**src/rtl/pulse_meter_pkg.sv**
```systemverilog
// Shared types for the pulse period meter: measurement FSM state encoding.
package pulse_meter_pkg;

    typedef enum logic {
        IDLE    = 1'b0,
        MEASURE = 1'b1
    } meter_state_t;

endpackage

```
**src/rtl/pulse_period_meter_if.sv**
```systemverilog
// Control and result bundle of the pulse period meter; master drives the pulse
// input and settings, slave is the meter reporting period/valid/timeout.
interface pulse_period_meter_if #(
    parameter int N = 8
);
    logic         ena;
    logic         in;
    logic [N-1:0] timeout_ticks;
    logic [N-1:0] period;
    logic         valid;
    logic         timeout;
    logic         saturated;

    modport master (
        output ena, in, timeout_ticks,
        input  period, valid, timeout, saturated
    );

    modport slave (
        input  ena, in, timeout_ticks,
        output period, valid, timeout, saturated
    );
endinterface

```
**src/rtl/pulse_period_meter_sync_rise_detect.sv**
```systemverilog
// Two-flop synchronizer plus history flop; rise is high for one cycle after a
// synchronized 0->1 transition of in. Reusable for any asynchronous input.
module sync_rise_detect (
    input  logic clk,
    input  logic rst,
    input  logic in,
    output logic rise
);
    logic s1_r;
    logic s2_r;
    logic p_r;

    // Synchronizer chain and previous-value flop
    always_ff @(posedge clk) begin
        if (rst) begin
            s1_r <= 1'b0;
            s2_r <= 1'b0;
            p_r  <= 1'b0;
        end else begin
            s1_r <= in;
            s2_r <= s1_r;
            p_r  <= s2_r;
        end
    end

    assign rise = s2_r & ~p_r;
endmodule

```
**src/rtl/pulse_period_meter.sv**
```systemverilog
// Measures clocks between successive rising edges of bus.in, strobing valid
// with the period, and strobing timeout when edges stop arriving.
module pulse_period_meter
    import pulse_meter_pkg::*;
#(
    parameter int N = 8
) (
    input logic                  clk,
    input logic                  rst,
    pulse_period_meter_if.slave  bus
);
    localparam logic [N-1:0] CNT_MAX  = {N{1'b1}};
    localparam logic [N-1:0] CNT_ZERO = {N{1'b0}};
    localparam logic [N-1:0] CNT_ONE  = N'(1'b1);

    meter_state_t state_r;
    meter_state_t state_s;
    logic [N-1:0] cnt_r;
    logic [N-1:0] cnt_s;
    logic [N-1:0] cnt_inc_s;
    logic [N-1:0] period_r;
    logic [N-1:0] period_s;
    logic         valid_r;
    logic         valid_s;
    logic         timeout_r;
    logic         timeout_s;
    logic         saturated_r;
    logic         saturated_s;
    logic         cnt_at_max_s;
    logic         tmo_hit_s;
    logic         rise_s;

    sync_rise_detect u_sync (
        .clk  (clk),
        .rst  (rst),
        .in   (bus.in),
        .rise (rise_s)
    );

    assign cnt_at_max_s = (cnt_r == CNT_MAX);
    assign cnt_inc_s    = cnt_at_max_s ? CNT_MAX : (cnt_r + CNT_ONE);
    // Threshold is read live so a mid-measurement change applies at once
    assign tmo_hit_s    = (bus.timeout_ticks != CNT_ZERO) &&
                          (cnt_r >= (bus.timeout_ticks - CNT_ONE));

    // Next-state and next-output decode; a rise always beats the timeout
    always_comb begin
        state_s     = state_r;
        cnt_s       = cnt_r;
        period_s    = period_r;
        valid_s     = 1'b0;
        timeout_s   = 1'b0;
        saturated_s = saturated_r;
        if (!bus.ena) begin
            state_s = IDLE;
            cnt_s   = CNT_ZERO;
        end else begin
            case (state_r)
                IDLE: begin
                    cnt_s = CNT_ZERO;
                    if (rise_s) begin
                        state_s = MEASURE;
                    end else begin
                        state_s = IDLE;
                    end
                end
                MEASURE: begin
                    if (rise_s) begin
                        period_s    = cnt_inc_s;
                        valid_s     = 1'b1;
                        saturated_s = cnt_at_max_s;
                        cnt_s       = CNT_ZERO;
                    end else if (tmo_hit_s) begin
                        state_s   = IDLE;
                        timeout_s = 1'b1;
                        cnt_s     = CNT_ZERO;
                    end else begin
                        cnt_s = cnt_inc_s;
                    end
                end
                default: begin
                    state_s = IDLE;
                    cnt_s   = CNT_ZERO;
                end
            endcase
        end
    end

    // State, counter and registered outputs
    always_ff @(posedge clk) begin
        if (rst) begin
            state_r     <= IDLE;
            cnt_r       <= CNT_ZERO;
            period_r    <= CNT_ZERO;
            valid_r     <= 1'b0;
            timeout_r   <= 1'b0;
            saturated_r <= 1'b0;
        end else begin
            state_r     <= state_s;
            cnt_r       <= cnt_s;
            period_r    <= period_s;
            valid_r     <= valid_s;
            timeout_r   <= timeout_s;
            saturated_r <= saturated_s;
        end
    end

    assign bus.period    = period_r;
    assign bus.valid     = valid_r;
    assign bus.timeout   = timeout_r;
    assign bus.saturated = saturated_r;
endmodule
```
**src/flat_wrapper.sv**
```systemverilog
// flat-port wrapper written by rule: the top's interface ports become plain ports
module pulse_period_meter_flat import pulse_meter_pkg::*;
#(
    parameter int N = 8
)
  (clk, rst, bus_ena, bus_in, bus_timeout_ticks, bus_period, bus_valid, bus_timeout, bus_saturated);
  pulse_period_meter_if #(.N(N)) bus_i ();
  input logic clk;
  input logic rst;
  input wire logic [$bits(bus_i.ena)-1:0] bus_ena;
  input wire logic [$bits(bus_i.in)-1:0] bus_in;
  input wire logic [$bits(bus_i.timeout_ticks)-1:0] bus_timeout_ticks;
  output wire logic [$bits(bus_i.period)-1:0] bus_period;
  output wire logic [$bits(bus_i.valid)-1:0] bus_valid;
  output wire logic [$bits(bus_i.timeout)-1:0] bus_timeout;
  output wire logic [$bits(bus_i.saturated)-1:0] bus_saturated;
  assign bus_i.ena = bus_ena;
  assign bus_i.in = bus_in;
  assign bus_i.timeout_ticks = bus_timeout_ticks;
  assign bus_period = bus_i.period;
  assign bus_valid = bus_i.valid;
  assign bus_timeout = bus_i.timeout;
  assign bus_saturated = bus_i.saturated;
  pulse_period_meter #(.N(N)) u_core (.clk(clk), .rst(rst), .bus(bus_i));
endmodule
```
**config.mk**
```make
export PLATFORM = sky130hd
export DESIGN_NAME = pulse_period_meter_flat
export DESIGN_NICKNAME = d
export VERILOG_FILES = /design/src/rtl/pulse_meter_pkg.sv /design/src/rtl/pulse_period_meter_if.sv /design/src/rtl/pulse_period_meter_sync_rise_detect.sv /design/src/rtl/pulse_period_meter.sv /design/src/flat_wrapper.sv
export SDC_FILE = /design/constraint.sdc
export NUM_CORES = 1
export LEC_CHECK = 0
export CAP_MARGIN = 15
export CORE_MARGIN = 10
export CORE_UTILIZATION = 40
export CTS_CLUSTER_DIAMETER = 200
export DETAILED_ROUTE_END_ITERATION = 6
export HOLD_SLACK_MARGIN = 0.06
export PLACE_DENSITY = 0.63
export SYNTH_ARGS = -nofsm -noshare
export SYNTH_HDL_FRONTEND = slang
export SYNTH_HIERARCHICAL = 1
export SYNTH_SLANG_ARGS = --single-unit
```
**constraint.sdc**
```tcl
create_clock -name clk -period 4.24 [get_ports clk]
set_input_delay 1.06 -clock clk [delete_from_list [all_inputs] [get_ports clk]]
set_output_delay 1.06 -clock clk [all_outputs]
set_load 0.01 [all_outputs]
```
### Word-level counts from Yosys, hierarchy flattened

Index checks and enable logic that the tools add are counted.
Widths: inputs -> output; s select.

| operators by class | value |
|---|---|
| mux-type cells | 9 |
| eq/ne operators | 1 |
| magnitude comparators | 1 |
| add/sub/neg operators | 2 |
| reductions and logical operators | 6 |
| bitwise gates (word level) | 4 |

Operator list:

| cell | count |
|---|---|
| $mux 8 | 3 |
| $pmux 8 s2 | 1 |
| $add 8x1->8 const B | 1 |
| $eq 8x8->1 const B | 1 |
| $ge 8x8->1 | 1 |
| $reduce_bool 8->1 | 1 |
| $sub 8x1->8 const B | 1 |
| $mux 1 | 4 |
| $reduce_or 4->1 | 1 |
| $not 1->1 | 3 |
| $reduce_and 3->1 | 1 |
| $reduce_or 3->1 | 1 |
| $pmux 1 s2 | 1 |
| $reduce_or 2->1 | 1 |
| $and 1x1->1 | 1 |
| $logic_and 1x1->1 | 1 |

| storage, ports and cells | value |
|---|---|
| logic and storage cells | 32 |
| flip-flop bits (word level) | 23 |
| output and inout bits | 11 |

### Logic depth before layout (Yosys ltp)

| depth | value |
|---|---|
| word-level depth | 6 |
| gate-level depth with buffers | 9 |

### Modules after synthesis

The synthesis kept the hierarchy.

Modules (own cells, without submodules):

| module | cells each | area each (um2) | instances |
|---|---|---|---|
| pulse_period_meter | 124 | 1,101.1 | 1 |
| sync_rise_detect | 7 | 87.6 | 1 |

### Least setup slack after synthesis

No wires, ideal clock.

| path | value |
|---|---|
| path type | input port to flip-flop |
| start | in bus_timeout_ticks[1] |
| end | reg u_core.state_r |
| data arrival time | 2.971 ns |
| setup slack | 1.132 ns |
| library setup time | 0.138 ns |
| stages | 9 |
| buffers on the path | 0 |
| cells stage by stage | nor3_1 > nor3b_1 > nand2_1 > xor2_1 > ha_1 > nand2_1 > a211o_1 > nor3b_2 > o31ai_1 |

| on the way | value |
|---|---|
| longest elaborated chain between the ends | 6 |

RTL lines:

| element | RTL line | RTL |
|---|---|---|
| start, declared | flat_wrapper.sv:12 | `input wire logic [$bits(bus_i.timeout_ticks)-1:0] bus_timeout_ticks;` |
| $sub 8x1->8 | pulse_period_meter.sv:44 | `(cnt_r >= (bus.timeout_ticks - CNT_ONE));` |
| $ge 8x8->1 | pulse_period_meter.sv:44 |  |
| $logic_and 1x1->1 * | pulse_period_meter.sv:43 | `assign tmo_hit_s = (bus.timeout_ticks != CNT_ZERO) &&` |
| $mux 1 * | pulse_period_meter.sv:73 | `end else if (tmo_hit_s) begin` |
| $mux 1 * | pulse_period_meter.sv:68 | `if (rise_s) begin` |
| $pmux 1 s2 * | pulse_period_meter.sv:58 | `case (state_r)` |
| end signal, assigned | pulse_period_meter.sv:99 | `state_r <= state_s;` |
| end, declared | pulse_period_meter.sv:16 | `meter_state_t state_r;` |

Mark *: on every way between the ends. The rest lies on a longest branch, timed or not.
A chain may end at the register's enable or synchronous reset.

### Final worst setup path

| path | value |
|---|---|
| start | in bus_timeout_ticks[2] |
| end | reg u_core.cnt_r[6] |

| on the way | value |
|---|---|
| longest elaborated chain between the ends | 6 |

RTL lines:

| element | RTL line | RTL |
|---|---|---|
| $sub 8x1->8 | pulse_period_meter.sv:44 |  |
| $ge 8x8->1 | pulse_period_meter.sv:44 |  |
| $logic_and 1x1->1 * | pulse_period_meter.sv:43 |  |
| $mux 8 * | pulse_period_meter.sv:73 |  |
| $mux 8 * | pulse_period_meter.sv:68 |  |
| $pmux 8 s2 * | pulse_period_meter.sv:58 |  |
| end signal, assigned | pulse_period_meter.sv:100 | `cnt_r <= cnt_s;` |
| end, declared | pulse_period_meter.sv:18 | `logic [N-1:0] cnt_r;` |

Marked as above.

==> results.txt <==
After clock tree synthesis, the flow added hold-fix buffers numbering 0. Yosys mapped a number of flops with a built-in enable equal to 0. In the final layout, the share of cells above drive strength 1 is 0.07692. The vertical die dimension is 74.51 µm. In this run the number of H-tree levels came out at 1. The cell type with the largest total area after synthesis is dfxtp_1. The worst hold slack is about 0.45 ns.

The final net count is about 180. The post-synthesis register bit count came out at 23. For flop-to-flop paths, the worst setup slack is approximately 2.1 ns. The signal on the critical path passes through clkdlybuf4s50_1 -> nor3_1 -> nor3b_1 -> nand2_1 -> xor2_1 -> ha_1 -> a21oi_1 -> o21ai_0 -> a211o_2 -> nor3_1. In this run the clock root is driven by a clkbuf_4.

For this design, the slowest cell found on the critical path is clkdlybuf4s50_1. Summed over all layers, the global routing overflow is 0. The via count is about 1.0k. Broken down by cell family, the worst path's largest delay share belongs to simple AND/OR/NAND/NOR gates. In this run the cell area of the synthesized design comes to between 1000 and 1500 µm². STA classifies the critical path startpoint as a primary input. The number of nets in the synthesized netlist is about 150. The count of endpoints failing hold in the final timing report came out at 0. The highest net fanout along the worst path came out at 8. The remaining antenna violation count after routing is 0. The total area of multi-input combinational cells came out at approximately 700 µm².

The sequential share of the synthesized area came out at 0.3874. The number of buffers created by CTS is 3. The chip width is about 75 µm. The max-slew headroom at the worst pin came out at 0.5234.

The violation count after the first detailed-routing iteration is 33. After detailed routing, the number of vias per cell comes to approximately 5.4. After detailed routing, the average wire length per cell comes to approximately 14 µm. The detailed-router iteration count before antenna repair came out at 4.

The total wire length after detailed routing came out at 2531 µm. The via count of the first global-routing pass came out at 940. The total power density per cell area came out at between 200 and 250 nW/µm². The filler cell count is about 280. Across every metal layer, demand over resource in global routing totals 0.09503. The peak ir drop on the vdd network came out at 86.43 µV. After clock tree synthesis, the setup repair step added 0 buffers. The fraction of registers with async set or reset after synthesis came out at 0. The floorplan step defined a die boundary enclosing between 5000 and 6000 µm². The effective utilization at floorplan came out at 0.4237. Setup repair after global routing left no endpoint under its margin. The critical path capture point type is a flip-flop. The final clock skew came out at 0.009707 ns. The portion of synthesized cell area occupied by the leading cell type is 0.3874. The final number of max-transition violations is 0. Registers take around 460 µm². The standard cell core area is 2805 µm². Summing all non-filler instances in the final layout gives an area of about 1500 µm². The clock insertion delay at the later pin of the skew report came out at 0.31 ns. The count of warnings emitted by yosys is 6.

The run finished with clean final reports. The fmax is around 300 MHz. The data arrival time at the worst-slack endpoint came out at between 3 and 4 ns. The dominant cell type by count on the critical path is nor3_1. The combined buffer and inverter count along the critical path is 1. The area growth from synthesis to layout is 24.00%. The required arrival time at the worst endpoint is ~4.5 ns.

The stage delay of the slowest cell on the critical path came out at around 0.48 ns. Yosys mapped the design onto 37 distinct sky130hd cell types. The initial antenna violation count was 0. Setup violations remaining at the end of the flow were counted as 0. In the layout the commonest cells are dfxtp_1 (23), clkdlybuf4s50_1 (22), nand2_1 (11), nor2_1 (11), ha_1 (10). The class of the tightest hold or removal check is flip-flop to flip-flop. For this run, the leading register cell type out of synthesis is dfxtp_1. The time the final worst path needs with I/O delays and setup is roughly 3.3 ns. The cell count after synthesis came out at around 130. The maximum number of pins on one net before global-route repair is 16. Counting every sink on the clock net gives 23. The worst setup path is of the primary input to flip-flop kind.

The number of buffers between clock root and the deepest sink is 2. The clock tree from TritonCTS is yes. The count of pins on the block boundary came out at 23. The total cell area at the placement stage came out at roughly 1400 µm². The port buffer count is 22. Yosys attributes the largest share of cell area to dfxtp_1 (39%), ha_1 (11%), xnor2_1 (3.7%).

Once detailed placement completed, the half-perimeter wirelength came to between 2000 and 2500 µm. After synthesis, the mean cell area works out to between 9 and 10 µm². The row count came out at 19. 0 antenna diodes ended up in the layout.

The global-route wire length before repair is 4215 µm. The max-cap check violation count is 0. The share of the clock period used by the worst path is 0.7767. Gates resized during post-CTS repair numbered 0. The aggregate negative setup slack is 0 ns.

The remaining routing DRC violations came out at 0. The analysis attributes to cell leakage a power of 0.5213 nW. The actual transition at the worst max-transition pin is 0.6969 ns. The routability congestion estimate from global placement is 0.7609. The register clock-pin slew on the reported worst setup and hold paths is about 0.12 ns. Leaving out fill and tap cells, the most frequent cell in the layout is dfxtp_1.
-- cell usage after synthesis (2+ instances only) --
master    number
dfxtp_1       23
nand2_1       11
nor2_1        11
ha_1          10
nor3_1         7
a21oi_1        6
inv_1          5
nand3_1        5
o21ai_0        5
xnor2_1        5
nand3b_1       4
nor2b_1        4
a211oi_1       3
nand2b_1       3
xor2_1         3
a311oi_1       2
and4_1         2
o21bai_1       2
o31ai_1        2
-- power by group --
part	switching (W)	total, W	leakage [nW]	internal, W
registers	0.000000621	0.000218	0.186	0.000218
clock network	0.0000645	0.0000998	0.0177	0.0000352
logic	0.0000146	0.0000329	0.318	0.0000183
total	0.0000797	0.000351	0.521	0.000271
-- through the flow --
step	worst slack (ns)	power, W	utilization	cells
after floorplan	1.132	0.0002390	-	131
after global placement	0.6889	0.0002553	0.5156	183
after detailed placement	0.5850	0.0002564	0.5156	183
after CTS	0.9119	0.0003553	0.5254	187
after global routing	0.7723	0.0003680	0.5254	187
final	0.9467	0.0003509	0.5254	187
-- final cells by class --
type                    instances  share of cell area
flip-flops and latches         23              0.3124
clock inverters                 1            0.003396
well taps                      31             0.02632
multi-input cells             101              0.4754
repair buffers                 23              0.1545
inverters                       5             0.01273
clock buffers                   3             0.01528
-- registers in the layout (all words and copies together), names as in the netlist --
name                  cells
u_core/bus.saturated      1
u_core/u_sync/p_r         1
u_core/u_sync/s2_r        1
u_core/state_r            1
u_core/u_sync/s1_r        1
u_core/bus.period         8
u_core/cnt_r              8
u_core/bus.valid          1
u_core/bus.timeout        1
-- path summary, 6_finish.rpt --
kind	from	end	cells past startpoint
worst min-delay path	u_core/u_sync/s1_r$_SDFF_PP0_	u_core/u_sync/s2_r$_SDFF_PP0_	1
worst min register to register	u_core/u_sync/s1_r$_SDFF_PP0_	u_core/u_sync/s2_r$_SDFF_PP0_	1
worst max register to register	u_core/cnt_r[0]$_SDFF_PP0_	u_core/cnt_r[5]$_SDFF_PP0_	7
worst max-delay path	bus_timeout_ticks[2]	u_core/cnt_r[6]$_SDFF_PP0_	10
-- cells by family after synthesis --
family                   Yosys count  share of synthesized area
flip-flops                        23                     0.3874
buffers and inverters              7                    0.02315
XOR/XNOR                           8                    0.05895
AND/OR/NAND/NOR                   54                     0.2484
multiplexers                       2                    0.01789
adder cells (fa/ha/maj)           10                     0.1053
AO/OA/AOI/OAI                     27                     0.1589
-- metal layers --
metal | vias up | global-route usage | wire [µm]
met1 | 456 | 0.1103 | 1216
li1 | 525 | - | -
met4 | 0 | 0.05042 | 44
met2 | 23 | 0.1652 | 1157
met5 | - | 0 | 0
met3 | 4 | 0.01330 | 112
Note: power is estimated with default switching activity, not from simulation.
